File: src/rtl/decode_dispatch_pkg.sv
// Shared constants for the decode/dispatch stage: RV32I opcodes,
// internal micro-op codes and dispatch targets.
package decode_dispatch_pkg;

    localparam logic [6:0] OPC_LUI    = 7'b0110111;
    localparam logic [6:0] OPC_AUIPC  = 7'b0010111;
    localparam logic [6:0] OPC_JAL    = 7'b1101111;
    localparam logic [6:0] OPC_JALR   = 7'b1100111;
    localparam logic [6:0] OPC_BRANCH = 7'b1100011;
    localparam logic [6:0] OPC_LOAD   = 7'b0000011;
    localparam logic [6:0] OPC_STORE  = 7'b0100011;
    localparam logic [6:0] OPC_OPIMM  = 7'b0010011;
    localparam logic [6:0] OPC_OP     = 7'b0110011;

    localparam logic [5:0] OP_NOP   = 6'd0;
    localparam logic [5:0] OP_LUI   = 6'd1;
    localparam logic [5:0] OP_AUIPC = 6'd2;
    localparam logic [5:0] OP_JAL   = 6'd3;
    localparam logic [5:0] OP_JALR  = 6'd4;
    localparam logic [5:0] OP_BEQ   = 6'd5;
    localparam logic [5:0] OP_BNE   = 6'd6;
    localparam logic [5:0] OP_BLT   = 6'd7;
    localparam logic [5:0] OP_BGE   = 6'd8;
    localparam logic [5:0] OP_BLTU  = 6'd9;
    localparam logic [5:0] OP_BGEU  = 6'd10;
    localparam logic [5:0] OP_LB    = 6'd11;
    localparam logic [5:0] OP_LH    = 6'd12;
    localparam logic [5:0] OP_LW    = 6'd13;
    localparam logic [5:0] OP_LBU   = 6'd14;
    localparam logic [5:0] OP_LHU   = 6'd15;
    localparam logic [5:0] OP_SB    = 6'd16;
    localparam logic [5:0] OP_SH    = 6'd17;
    localparam logic [5:0] OP_SW    = 6'd18;
    localparam logic [5:0] OP_ADDI  = 6'd19;
    localparam logic [5:0] OP_SLTI  = 6'd20;
    localparam logic [5:0] OP_SLTIU = 6'd21;
    localparam logic [5:0] OP_XORI  = 6'd22;
    localparam logic [5:0] OP_ORI   = 6'd23;
    localparam logic [5:0] OP_ANDI  = 6'd24;
    localparam logic [5:0] OP_SLLI  = 6'd25;
    localparam logic [5:0] OP_SRLI  = 6'd26;
    localparam logic [5:0] OP_SRAI  = 6'd27;
    localparam logic [5:0] OP_ADD   = 6'd28;
    localparam logic [5:0] OP_SUB   = 6'd29;
    localparam logic [5:0] OP_SLL   = 6'd30;
    localparam logic [5:0] OP_SLT   = 6'd31;
    localparam logic [5:0] OP_SLTU  = 6'd32;
    localparam logic [5:0] OP_XOR   = 6'd33;
    localparam logic [5:0] OP_SRL   = 6'd34;
    localparam logic [5:0] OP_SRA   = 6'd35;
    localparam logic [5:0] OP_OR    = 6'd36;
    localparam logic [5:0] OP_AND   = 6'd37;

    localparam int          ZERO_TAG_ROB = 0;
    localparam logic [4:0]  ZERO_TAG_REG = 5'd0;
    localparam logic [31:0] ZERO_DATA    = 32'd0;
    localparam logic        TRUE         = 1'b1;
    localparam logic        FALSE        = 1'b0;

    typedef enum logic [1:0] {
        TGT_ROB,
        TGT_RS,
        TGT_LSB
    } tgt_e;

endpackage

File: src/rtl/decode_dispatch_operand_resolve.sv
// Resolves one source operand to value/tag from register file,
// CDB broadcast (lowest port wins) or ROB, in that priority.
module operand_resolve
    import decode_dispatch_pkg::*;
#(
    parameter int ROB_TAG_W = 4,
    parameter int CDB_PORTS = 2
) (
    input  logic                           rs_zero,
    input  logic                           busy,
    input  logic [31:0]                    reg_value,
    input  logic [ROB_TAG_W-1:0]           robtag,
    input  logic                           rob_ready,
    input  logic [31:0]                    rob_value,
    input  logic [CDB_PORTS-1:0]           cdb_valid,
    input  logic [CDB_PORTS*ROB_TAG_W-1:0] cdb_tag,
    input  logic [CDB_PORTS*32-1:0]        cdb_value,
    output logic [31:0]                    v,
    output logic [ROB_TAG_W-1:0]           q
);

    logic        hit;
    logic [31:0] hit_value;

    always_comb begin
        hit       = FALSE;
        hit_value = ZERO_DATA;
        // scan high to low so the lowest matching port overrides
        for (int p = CDB_PORTS - 1; p >= 0; p--) begin
            if (cdb_valid[p] &&
                robtag != ROB_TAG_W'(ZERO_TAG_ROB) &&
                cdb_tag[p*ROB_TAG_W +: ROB_TAG_W] == robtag) begin
                hit       = TRUE;
                hit_value = cdb_value[p*32 +: 32];
            end
        end
    end

    always_comb begin
        v = ZERO_DATA;
        q = ROB_TAG_W'(ZERO_TAG_ROB);
        if (rs_zero) begin
            v = ZERO_DATA;
        end else if (!busy) begin
            v = reg_value;
        end else if (hit) begin
            v = hit_value;
        end else if (rob_ready) begin
            v = rob_value;
        end else begin
            q = robtag;
        end
    end

endmodule

File: src/rtl/decode_dispatch.sv
// RV32I decode, rename/allocate and one-entry dispatch register
// that keeps snooping the CDB until the RS or LSB takes the micro-op.
module decode_dispatch
    import decode_dispatch_pkg::*;
#(
    parameter int ROB_TAG_W = 4,
    parameter int CDB_PORTS = 2,
    parameter int OP_W      = 6
) (
    input  logic                           clk,
    input  logic                           rst,
    input  logic                           rdy,
    input  logic                           in_clr,
    input  logic                           in_fetch_valid,
    input  logic [31:0]                    in_fetch_instr,
    input  logic [31:0]                    in_fetch_pc,
    output logic                           out_fetch_ready,
    output logic [4:0]                     out_reg_tag1,
    output logic [4:0]                     out_reg_tag2,
    input  logic [31:0]                    in_reg_value1,
    input  logic [31:0]                    in_reg_value2,
    input  logic [ROB_TAG_W-1:0]           in_reg_robtag1,
    input  logic [ROB_TAG_W-1:0]           in_reg_robtag2,
    input  logic                           in_reg_busy1,
    input  logic                           in_reg_busy2,
    output logic [ROB_TAG_W-1:0]           out_rob_fetch_tag1,
    output logic [ROB_TAG_W-1:0]           out_rob_fetch_tag2,
    input  logic [31:0]                    in_rob_fetch_value1,
    input  logic [31:0]                    in_rob_fetch_value2,
    input  logic                           in_rob_fetch_ready1,
    input  logic                           in_rob_fetch_ready2,
    input  logic [ROB_TAG_W-1:0]           in_rob_freetag,
    input  logic                           in_rob_full,
    input  logic                           in_rs_full,
    input  logic                           in_lsb_full,
    input  logic [CDB_PORTS-1:0]           in_cdb_valid,
    input  logic [CDB_PORTS*ROB_TAG_W-1:0] in_cdb_tag,
    input  logic [CDB_PORTS*32-1:0]        in_cdb_value,
    output logic                           out_rob_alloc,
    output logic [OP_W-1:0]                out_rob_op,
    output logic [31:0]                    out_rob_destination,
    output logic                           out_rob_isready,
    output logic [31:0]                    out_rob_value,
    output logic [4:0]                     out_reg_destination,
    output logic [ROB_TAG_W-1:0]           out_reg_rob_tag,
    output logic [ROB_TAG_W-1:0]           out_rs_rob_tag,
    output logic [ROB_TAG_W-1:0]           out_lsb_rob_tag,
    output logic [OP_W-1:0]                out_op,
    output logic [31:0]                    out_value1,
    output logic [31:0]                    out_value2,
    output logic [ROB_TAG_W-1:0]           out_tag1,
    output logic [ROB_TAG_W-1:0]           out_tag2,
    output logic [31:0]                    out_imm,
    output logic [31:0]                    out_pc
);

    localparam int TW = ROB_TAG_W;

    logic            valid_q, valid_d;
    tgt_e            tgt_q, tgt_d;
    logic [OP_W-1:0] op_q, op_d;
    logic [TW-1:0]   tag_q, tag_d, q1_q, q1_d, q2_q, q2_d;
    logic [31:0]     v1_q, v1_d, v2_q, v2_d;
    logic [31:0]     imm_q, imm_d, pc_q, pc_d;

    logic [6:0]  opcode, f7;
    logic [4:0]  rd;
    logic [2:0]  f3;
    logic [31:0] imm_i, imm_s, imm_b, imm_u, imm_j, imm_sh;

    assign opcode = in_fetch_instr[6:0];
    assign rd     = in_fetch_instr[11:7];
    assign f3     = in_fetch_instr[14:12];
    assign f7     = in_fetch_instr[31:25];
    assign imm_i  = {{20{in_fetch_instr[31]}}, in_fetch_instr[31:20]};
    assign imm_s  = {{20{in_fetch_instr[31]}}, in_fetch_instr[31:25],
                     in_fetch_instr[11:7]};
    assign imm_b  = {{19{in_fetch_instr[31]}}, in_fetch_instr[31],
                     in_fetch_instr[7], in_fetch_instr[30:25],
                     in_fetch_instr[11:8], 1'b0};
    assign imm_u  = {in_fetch_instr[31:12], 12'd0};
    assign imm_j  = {{11{in_fetch_instr[31]}}, in_fetch_instr[31],
                     in_fetch_instr[19:12], in_fetch_instr[20],
                     in_fetch_instr[30:21], 1'b0};
    assign imm_sh = {26'd0, in_fetch_instr[25:20]};

    logic [5:0]  dop;
    tgt_e        dtgt;
    logic [31:0] dimm, dval;
    logic        dready, known;
    logic [4:0]  drd, rs1, rs2;

    always_comb begin
        dop    = OP_NOP;
        dtgt   = TGT_ROB;
        dimm   = ZERO_DATA;
        dval   = ZERO_DATA;
        dready = FALSE;
        drd    = ZERO_TAG_REG;
        rs1    = ZERO_TAG_REG;
        rs2    = ZERO_TAG_REG;
        known  = TRUE;
        unique case (opcode)
            OPC_LUI: begin
                dop = OP_LUI; dimm = imm_u; dval = imm_u;
                dready = TRUE; drd = rd;
            end
            OPC_AUIPC: begin
                dop = OP_AUIPC; dimm = imm_u; dval = in_fetch_pc + imm_u;
                dready = TRUE; drd = rd;
            end
            OPC_JAL: begin
                dop = OP_JAL; dimm = imm_j; dval = in_fetch_pc + 32'd4;
                dready = TRUE; drd = rd;
            end
            OPC_JALR: begin
                known = (f3 == 3'd0);
                dop = OP_JALR; dtgt = TGT_RS; dimm = imm_i;
                dval = in_fetch_pc + 32'd4; drd = rd;
                rs1 = in_fetch_instr[19:15];
            end
            OPC_BRANCH: begin
                dtgt = TGT_RS; dimm = imm_b;
                rs1 = in_fetch_instr[19:15]; rs2 = in_fetch_instr[24:20];
                case (f3)
                    3'd0: dop = OP_BEQ;
                    3'd1: dop = OP_BNE;
                    3'd4: dop = OP_BLT;
                    3'd5: dop = OP_BGE;
                    3'd6: dop = OP_BLTU;
                    3'd7: dop = OP_BGEU;
                    default: known = FALSE;
                endcase
            end
            OPC_LOAD: begin
                dtgt = TGT_LSB; dimm = imm_i; drd = rd;
                rs1 = in_fetch_instr[19:15];
                case (f3)
                    3'd0: dop = OP_LB;
                    3'd1: dop = OP_LH;
                    3'd2: dop = OP_LW;
                    3'd4: dop = OP_LBU;
                    3'd5: dop = OP_LHU;
                    default: known = FALSE;
                endcase
            end
            OPC_STORE: begin
                dtgt = TGT_LSB; dimm = imm_s;
                rs1 = in_fetch_instr[19:15]; rs2 = in_fetch_instr[24:20];
                case (f3)
                    3'd0: dop = OP_SB;
                    3'd1: dop = OP_SH;
                    3'd2: dop = OP_SW;
                    default: known = FALSE;
                endcase
            end
            OPC_OPIMM: begin
                dtgt = TGT_RS; dimm = imm_i; drd = rd;
                rs1 = in_fetch_instr[19:15];
                case (f3)
                    3'd0: dop = OP_ADDI;
                    3'd2: dop = OP_SLTI;
                    3'd3: dop = OP_SLTIU;
                    3'd4: dop = OP_XORI;
                    3'd6: dop = OP_ORI;
                    3'd7: dop = OP_ANDI;
                    3'd1: begin
                        dop = OP_SLLI; dimm = imm_sh; known = (f7 == 7'h00);
                    end
                    default: begin
                        dimm = imm_sh;
                        dop = (f7 == 7'h20) ? OP_SRAI : OP_SRLI;
                        known = (f7 == 7'h00) || (f7 == 7'h20);
                    end
                endcase
            end
            OPC_OP: begin
                dtgt = TGT_RS; drd = rd;
                rs1 = in_fetch_instr[19:15]; rs2 = in_fetch_instr[24:20];
                case ({f7, f3})
                    {7'h00, 3'd0}: dop = OP_ADD;
                    {7'h20, 3'd0}: dop = OP_SUB;
                    {7'h00, 3'd1}: dop = OP_SLL;
                    {7'h00, 3'd2}: dop = OP_SLT;
                    {7'h00, 3'd3}: dop = OP_SLTU;
                    {7'h00, 3'd4}: dop = OP_XOR;
                    {7'h00, 3'd5}: dop = OP_SRL;
                    {7'h20, 3'd5}: dop = OP_SRA;
                    {7'h00, 3'd6}: dop = OP_OR;
                    {7'h00, 3'd7}: dop = OP_AND;
                    default: known = FALSE;
                endcase
            end
            default: known = FALSE;
        endcase
        // anything unrecognised retires through the ROB as a ready NOP
        if (!known) begin
            dop = OP_NOP; dtgt = TGT_ROB; dimm = ZERO_DATA;
            dval = ZERO_DATA; dready = TRUE; drd = ZERO_TAG_REG;
            rs1 = ZERO_TAG_REG; rs2 = ZERO_TAG_REG;
        end
    end

    logic [31:0] a1_v, a2_v, h1_v, h2_v;
    logic [TW-1:0] a1_q, a2_q, h1_q, h2_q;

    operand_resolve #(.ROB_TAG_W(TW), .CDB_PORTS(CDB_PORTS)) u_acc1 (
        .rs_zero(rs1 == ZERO_TAG_REG), .busy(in_reg_busy1),
        .reg_value(in_reg_value1), .robtag(in_reg_robtag1),
        .rob_ready(in_rob_fetch_ready1), .rob_value(in_rob_fetch_value1),
        .cdb_valid(in_cdb_valid), .cdb_tag(in_cdb_tag),
        .cdb_value(in_cdb_value), .v(a1_v), .q(a1_q)
    );

    operand_resolve #(.ROB_TAG_W(TW), .CDB_PORTS(CDB_PORTS)) u_acc2 (
        .rs_zero(rs2 == ZERO_TAG_REG), .busy(in_reg_busy2),
        .reg_value(in_reg_value2), .robtag(in_reg_robtag2),
        .rob_ready(in_rob_fetch_ready2), .rob_value(in_rob_fetch_value2),
        .cdb_valid(in_cdb_valid), .cdb_tag(in_cdb_tag),
        .cdb_value(in_cdb_value), .v(a2_v), .q(a2_q)
    );

    // held operands: a nonzero tag acts as "busy" and waits for the CDB
    operand_resolve #(.ROB_TAG_W(TW), .CDB_PORTS(CDB_PORTS)) u_hold1 (
        .rs_zero(FALSE), .busy(q1_q != TW'(ZERO_TAG_ROB)),
        .reg_value(v1_q), .robtag(q1_q),
        .rob_ready(FALSE), .rob_value(ZERO_DATA),
        .cdb_valid(in_cdb_valid), .cdb_tag(in_cdb_tag),
        .cdb_value(in_cdb_value), .v(h1_v), .q(h1_q)
    );

    operand_resolve #(.ROB_TAG_W(TW), .CDB_PORTS(CDB_PORTS)) u_hold2 (
        .rs_zero(FALSE), .busy(q2_q != TW'(ZERO_TAG_ROB)),
        .reg_value(v2_q), .robtag(q2_q),
        .rob_ready(FALSE), .rob_value(ZERO_DATA),
        .cdb_valid(in_cdb_valid), .cdb_tag(in_cdb_tag),
        .cdb_value(in_cdb_value), .v(h2_v), .q(h2_q)
    );

    logic tgt_free, fire, accept, send;

    always_comb begin
        tgt_free = TRUE;
        if (tgt_q == TGT_RS)  tgt_free = !in_rs_full;
        if (tgt_q == TGT_LSB) tgt_free = !in_lsb_full;
    end

    assign fire            = rdy & valid_q & tgt_free;
    assign send            = fire & !in_clr;
    assign out_fetch_ready = rdy & !in_clr & !in_rob_full & (!valid_q | fire);
    assign accept          = in_fetch_valid & out_fetch_ready;

    always_comb begin
        valid_d = valid_q;
        tgt_d   = tgt_q;
        op_d    = op_q;
        tag_d   = tag_q;
        v1_d    = v1_q;
        q1_d    = q1_q;
        v2_d    = v2_q;
        q2_d    = q2_q;
        imm_d   = imm_q;
        pc_d    = pc_q;
        if (rdy) begin
            if (in_clr) begin
                valid_d = FALSE;
            end else if (accept) begin
                valid_d = TRUE;
                tgt_d   = dtgt;
                op_d    = OP_W'(dop);
                tag_d   = in_rob_freetag;
                v1_d    = a1_v;
                q1_d    = a1_q;
                v2_d    = a2_v;
                q2_d    = a2_q;
                imm_d   = dimm;
                pc_d    = in_fetch_pc;
            end else if (fire) begin
                valid_d = FALSE;
            end else if (valid_q) begin
                v1_d = h1_v;
                q1_d = h1_q;
                v2_d = h2_v;
                q2_d = h2_q;
            end
        end
    end

    always_ff @(posedge clk or posedge rst) begin
        if (rst) begin
            valid_q <= FALSE;
            tgt_q   <= TGT_ROB;
            op_q    <= '0;
            tag_q   <= '0;
            v1_q    <= '0;
            q1_q    <= '0;
            v2_q    <= '0;
            q2_q    <= '0;
            imm_q   <= '0;
            pc_q    <= '0;
        end else begin
            valid_q <= valid_d;
            tgt_q   <= tgt_d;
            op_q    <= op_d;
            tag_q   <= tag_d;
            v1_q    <= v1_d;
            q1_q    <= q1_d;
            v2_q    <= v2_d;
            q2_q    <= q2_d;
            imm_q   <= imm_d;
            pc_q    <= pc_d;
        end
    end

    assign out_reg_tag1        = rs1;
    assign out_reg_tag2        = rs2;
    assign out_rob_fetch_tag1  = in_reg_robtag1;
    assign out_rob_fetch_tag2  = in_reg_robtag2;
    assign out_rob_alloc       = accept;
    assign out_rob_op          = accept ? OP_W'(dop) : '0;
    assign out_rob_destination = accept ? {27'd0, drd} : ZERO_DATA;
    assign out_rob_isready     = accept & dready;
    assign out_rob_value       = accept ? dval : ZERO_DATA;
    assign out_reg_destination = accept ? drd : ZERO_TAG_REG;
    assign out_reg_rob_tag     = accept ? in_rob_freetag : '0;
    assign out_rs_rob_tag      = (send && tgt_q == TGT_RS) ? tag_q : '0;
    assign out_lsb_rob_tag     = (send && tgt_q == TGT_LSB) ? tag_q : '0;
    assign out_op              = op_q;
    assign out_value1          = h1_v;
    assign out_value2          = h2_v;
    assign out_tag1            = h1_q;
    assign out_tag2            = h2_q;
    assign out_imm             = imm_q;
    assign out_pc              = pc_q;

endmodule

File: config.mk
export PLATFORM = sky130hd
export DESIGN_NAME = decode_dispatch
export DESIGN_NICKNAME = d
export VERILOG_FILES = /design/src/rtl/decode_dispatch_pkg.sv /design/src/rtl/decode_dispatch_operand_resolve.sv /design/src/rtl/decode_dispatch.sv
export SDC_FILE = /design/constraint.sdc
export NUM_CORES = 1
export LEC_CHECK = 0
export BUFFER_PORTS_ARGS = -buffer_cell sky130_fd_sc_hd__buf_4
export CAP_MARGIN = 20
export CORE_AREA = 2 2 213 215
export DETAILED_ROUTE_END_ITERATION = 8
export DIE_AREA = 0 0 215 217
export SLEW_MARGIN = 40
export SYNTH_ARGS = -nofsm -noshare
export SYNTH_HDL_FRONTEND = slang
export SYNTH_SLANG_ARGS = --single-unit
File: constraint.sdc
create_clock -name clk -period 9 [get_ports clk]
set_input_delay 0 -clock clk [delete_from_list [all_inputs] [get_ports clk]]
set_output_delay 0 -clock clk [all_outputs]
set_load 0.01 [all_outputs]
# Word-level counts from Yosys, hierarchy flattened
# Cells that the tools add are included.
[totals] wordCells=204 in_bits=290 out_inout_bits=250 ff_bits=149
[op_classes] add_sub_neg=2 n_bitwise=10 n_eq_ne=37 mux=93 n_reduce_logical=52
[op_table] op="$mux W32" count=30
[op_table] op="$pmux W32 S6" count=1
[op_table] op="$pmux W32 S3" count=1
[op_table] op="$mux W4" count=21
[op_table] op="$pmux W6 S10" count=1
[op_table] op="$pmux W6 S9" count=1
[op_table] op="$eq A10 B3 Y1 const B" count=4
[op_table] op="$mux W5" count=8
[op_table] op="$add A32 B3 Y32 const B" count=1
[op_table] op="$add A32 B32 Y32" count=1
[op_table] op="$eq A4 B4 Y1" count=8
[op_table] op="$eq A7 B6 Y1 const B" count=4
[op_table] op="$pmux W4 S7" count=1
[op_table] op="$pmux W4 S6" count=1
[op_table] op="$eq A7 B7 Y1 const B" count=3
[op_table] op="$eq A10 B2 Y1 const B" count=2
[op_table] op="$eq A10 B9 Y1 const B" count=2
[op_table] op="$mux W1" count=20
[op_table] op="$pmux W4 S5" count=1
[op_table] op="$logic_and A1 B1 Y1" count=18
[op_table] op="$reduce_or A6 Y1" count=3
[op_table] op="$reduce_bool A4 Y1" count=4
[op_table] op="$pmux W5 S3" count=1
[op_table] op="$eq A7 B5 Y1 const B" count=2
[op_table] op="33 further kinds" count=55

# Depth between registers and ports, before layout
[logic_depth] word_depth=10 mapped_depth=11 depth_no_buf=10

# Hierarchy
# Synthesis repeated with hierarchy kept, for this count alone.
[unflattened] hier_cells=1899 hier_area_um2=14612.8
[by_module_without_submodules] mod="decode_dispatch" cells_per_inst=1211 area_per_inst_um2=9603.0 instances=1 seq_area_each_um2=3728.6
[by_module_without_submodules] mod="operand_resolve" cells_per_inst=172 area_per_inst_um2=1252.5 instances=4 seq_area_each_um2=0.0

# Least setup slack after synthesis
# OpenSTA, ideal clock, no wires.
[synth_timing] path_kind="reg-to-reg" from="register q2_q[2]" to="register v2_q[10]" setup_slack_ps=6827 required_ps=8856 n_path_buf=2 path_stages_with_launch=10 t_arrival_ps=2029 path_cell_list="dfrtp_1 -> clkbuf_1 -> nor3_1 -> or3_1 -> a21oi_2 -> buf_2 -> mux2i_1 -> nor2_1 -> a22oi_1 -> o22ai_2"
[synth_between] elab_chain_cells=10
[synth_rtl] item="start: declaration" line_no="decode_dispatch.sv:62" text="logic [TW-1:0] tag_q, tag_d, q1_q, q1_d, q2_q, q2_d;"
[synth_rtl] item="start signal: assignment" line_no="decode_dispatch.sv:309" text="q2_q <= q2_d;"
[synth_rtl] item="$reduce_bool A4 Y1" line_no="decode_dispatch_operand_resolve.sv:31, decode_dispatch.sv:233"
[synth_rtl] item="$logic_and A1 B1 Y1" line_no="decode_dispatch_operand_resolve.sv:30" text="if (cdb_valid[p] &&"
[synth_rtl] item="$logic_and A1 B1 Y1" line_no="decode_dispatch_operand_resolve.sv:31" text="robtag != ROB_TAG_W'(ZERO_TAG_ROB) &&"
[synth_rtl] item="$mux W32 / $mux W1 (equally long branches) (2 in series)" line_no="decode_dispatch_operand_resolve.sv:30"
[synth_rtl] item="$mux W32" line_no="decode_dispatch_operand_resolve.sv:46" text="end else if (hit) begin"
[synth_rtl] item="$mux W32 (*)" line_no="decode_dispatch_operand_resolve.sv:44" text="end else if (!busy) begin"
[synth_rtl] item="$mux W32 (*)" line_no="decode_dispatch.sv:280" text="end else if (valid_q) begin"
[synth_rtl] item="$mux W32 (*)" line_no="decode_dispatch.sv:278" text="end else if (fire) begin"
[synth_rtl] item="$mux W32 (*)" line_no="decode_dispatch.sv:267" text="end else if (accept) begin"
[synth_rtl] item="end signal: assignment" line_no="decode_dispatch.sv:308" text="v2_q <= v2_d;"
[synth_rtl] item="end: declaration" line_no="decode_dispatch.sv:63" text="logic [31:0] v1_q, v1_d, v2_q, v2_d;"
# Every way passes the cells marked *; elsewhere a longest branch is shown, timed or not. The select of a mux whose other input is x is not followed.
# A chain may end at the register's enable or synchronous reset.

# Worst setup path after layout
[layout_timing] from="input port in_fetch_instr[13]" to="output port out_rob_value[30]"
[layout_between] elab_chain_cells=6
[layout_rtl] item="start: declaration" line_no="decode_dispatch.sv:15" text="input logic [31:0] in_fetch_instr,"
[layout_rtl] item="branches (longest 4 deep; another with $add A32 B32 Y32)"
[layout_rtl] item="$mux W32 (*)" line_no="decode_dispatch.sv:197" text="if (!known) begin"
[layout_rtl] item="$mux W32 (*)" line_no="decode_dispatch.sv:323" text="assign out_rob_value = accept ? dval : ZERO_DATA;"
[layout_rtl] item="end: declaration" line_no="decode_dispatch.sv:43" text="output logic [31:0] out_rob_value,"
# Every way passes the cells marked *.

==> results_dict.tcl <==
set metrics [dict create \
    cts-root-buf "clkbuf_16" \
    cts_made_buffers 17 \
    worstHoldPathType "input port to flop" \
    antenna_found_initial 4 \
    power_density_nw_per_um2 106 \
    finalCriticalPeriod_ns 3.49 \
    crit_path_start_kind "input port" \
    criticalPathCategory "input port to output port" \
    cap_violations 0 \
    nets 2662 \
    cp.required_ns 9.00 \
    worst_slew_pin_slew_ns 0.876 \
    clock-sinks 149 \
    htree_levels 4 \
    ys_top_cells_by_count "226 x nand2_1, 149 x dfrtp_1, 139 x a21oi_1" \
    reg2reg_to "v1_q[8]" \
    dr_wl_met2_mm 33.0 \
    synthToLayoutAreaGrowth_pct 50.5 \
    ys_seq_area_share_pct 27.4 \
    finalWorstSetupSlack_ns 5.51 \
    dr.first_iter.drc_count 1766 \
    tns_ns 0 \
    place_ws_ns 6.06 \
    rsz0062_at_grt "no" \
    ant_nets 0 \
    cts.clk_slew.worst_paths_ns 0.06 \
    fin_crit_sh_pct 38.8 \
    rows 78 \
    fmax_mhz 286 \
    m1WireLength_mm 26.3 \
    grt_usage_pct 27.9 \
    insertion_delay_ns 0.47 \
    met3WireLength_mm 5.68 \
    async_flop_share_pct 100 \
    fp.dieW_um 215 \
    outcome "finished clean" \
    dp_hpwl_mm 48.3 \
    num_vias 16700 \
    synth_top_cell_by_area "dfrtp_1" \
    hold_viol 0 \
    worst_hold_startpoint "in_cdb_value[50]" \
    die-area_um2 46700 \
    first_global_vias 16400 \
    core_area_um2 44700 \
    first_pass_iters 6 \
    synth_area_um2 13600 \
    fin_worst_skew_ns 0.0133 \
    fillers 4448 \
    start_util_pct 30.5 \
    setup_viol 0 \
    gp_congestion 0.921 \
    cp.arrival_ns 3.49 \
    drv_slew 0 \
    hold_ws_ns 0.0396 \
    drcViolationCount 0 \
    ys_types 86 \
    ios 540 \
    power_uw 2160 \
    via_per_inst 5.62 \
    relSlewSlack_pct 41.4 \
    synth_most_common_cell "nand2_1" \
    grt_overflow_total 0 \
    die_h_um 217 \
    power.leakage_uw 0.00943 \
    cp-end-kind "output port" \
    syn-instance-count 1751 \
    whs_path_depth 5 \
    clockBufferDepth 2 \
    top_layer "met5" \
    reg2reg_depth 8 \
    cts_tree "done" \
    r2r_start "tgt_q[0]" \
    yosys-top-cells-area "dfrtp_1 27%, nand2_1 6.2%, a21oi_1 5.1%" \
    drive_above_1_share_pct 26.9 \
    grt_pass1_wl_mm 101 \
    cp_max_fo 20 \
    io_buffers 512 \
    ys_seq_elements 149 \
    rrSetupSlack_ns 5.53 \
    postCtsSetupRepairBufs 0 \
    synth_top_area_share_pct 27.4 \
    grt_max_degree 82 \
    synthFlopType "dfrtp_1" \
    min_to "v2_q[18]" \
    synth_edf_count 0 \
    routed_wirelength_mm 67.7 \
    peakVddDrop_mv 0.117 \
    syn_avg_cell_area_um2 7.78 \
    wire_per_inst_um 22.8 \
    yosysWarnings 0 \
]
-- through the flow --
step | instances | util (%) | instance area (um^2)
3_3_place_gp | 2723 | 39.4 | 17600
3_5_place_dp | 2731 | 39.8 | 17800
4_1_cts | 2962 | 45.7 | 20400
5_1_grt | 2965 | 45.8 | 20500
2_1_floorplan | 1777 | - | 13700
6_report | 2965 | 45.8 | 20500
-- power breakdown --
group,switching (uW),internal (uW),leakage (uW),total [uW]
clock,329,520,0.000313,848
sequential,23.2,706,0.00203,729
combinational,304,282,0.00709,586
-- placed cells by master, fill, tap and decap left out, types with 20 or more instances in the layout --
master / netlist / routed
o22ai_2: 29 / 29
a21oi_1: 139 / 137
a31oi_1: 38 / 38
dlygate4sd3_1: 0 / 199
dfrtp_1: 149 / 149
nor2b_1: 44 / 43
o22ai_1: 38 / 38
conb_1: 1 / 27
xnor2_1: 44 / 44
o21ai_0: 100 / 99
buf_4: 43 / 529
ha_1: 20 / 20
a21o_1: 69 / 69
nand3_1: 22 / 22
o32ai_1: 21 / 21
a221o_1: 31 / 31
mux2i_1: 66 / 66
nand2b_1: 40 / 39
nor2_1: 128 / 123
nand2_1: 226 / 225
a22oi_1: 58 / 58
and2_1: 49 / 49
-- repair_timing --
action | CTS | global route
setup endpoints to repair | 0 | 0
resized for setup | 0 | 0
endpoints found under the hold margin | 217 | 0
hold buffers | 199 | 0
-- area by class of cell --
cell class                      instances  area [um^2]  share of cell area, %
Clock buffer                           19          433                   2.11
Inverter                               23         96.3                  0.470
Tap cell                              600          751                   3.66
Multi-Input combinational cell       1422         9120                   44.5
Timing Repair Buffer                  738         6130                   29.9
Antenna cell                            1         2.50                 0.0122
Sequential cell                       149         3730                   18.2
Clock inverter                         13          230                   1.12
-- registers in the layout, indices dropped and copies added, names as in the netlist --
signal / flops
out_imm: 32
out_op: 6
out_pc: 32
q1_q: 4
q2_q: 4
tag_q: 4
tgt_q: 2
v1_q: 32
v2_q: 32
valid_q: 1
-- worst max-delay path by stage --
stage,start,endpoint,depth (start not counted)
after detailed placement,in_fetch_instr[13],out_rob_value[30],10
final,in_fetch_instr[13],out_rob_value[30],11
after floorplan,rst,out_imm[0],1
after CTS,in_fetch_instr[13],out_rob_value[30],11
after global placement,tgt_q[0],v1_q[8],7
after global routing,in_fetch_instr[13],out_rob_value[30],11
-- cells by family after synthesis --
kind of cell | Yosys count | synth area share [%]
AOI/OAI and AO/OA | 633 | 32.3
and+or+nand+nor | 617 | 22.4
buffers and inverters | 206 | 7.37
DFF | 149 | 27.4
muxes | 67 | 4.93
xor gates and xnor gates | 57 | 3.67
adders and majority gates | 21 | 1.98
other | 1 | 0.0275
-- critical path, stage by stage --
cell and delay [ns]:
dlygate4sd3_1 0.54, buf_4 0.26, clkinv_1 0.34, fa_1 0.54
nor2b_1 0.17, o2111ai_1 0.21, a21oi_1 0.23, nor3_1 0.15
or4_1 0.49, a41oi_1 0.35, buf_4 0.20
-- routing by layer --
metal	up-vias	track usage, %
met5	-	0
met4	4	12.6
met3	116	6.53
met2	887	48.0
met1	8082	33.1
li1	7563	-
(Power assumes the default switching activity.)
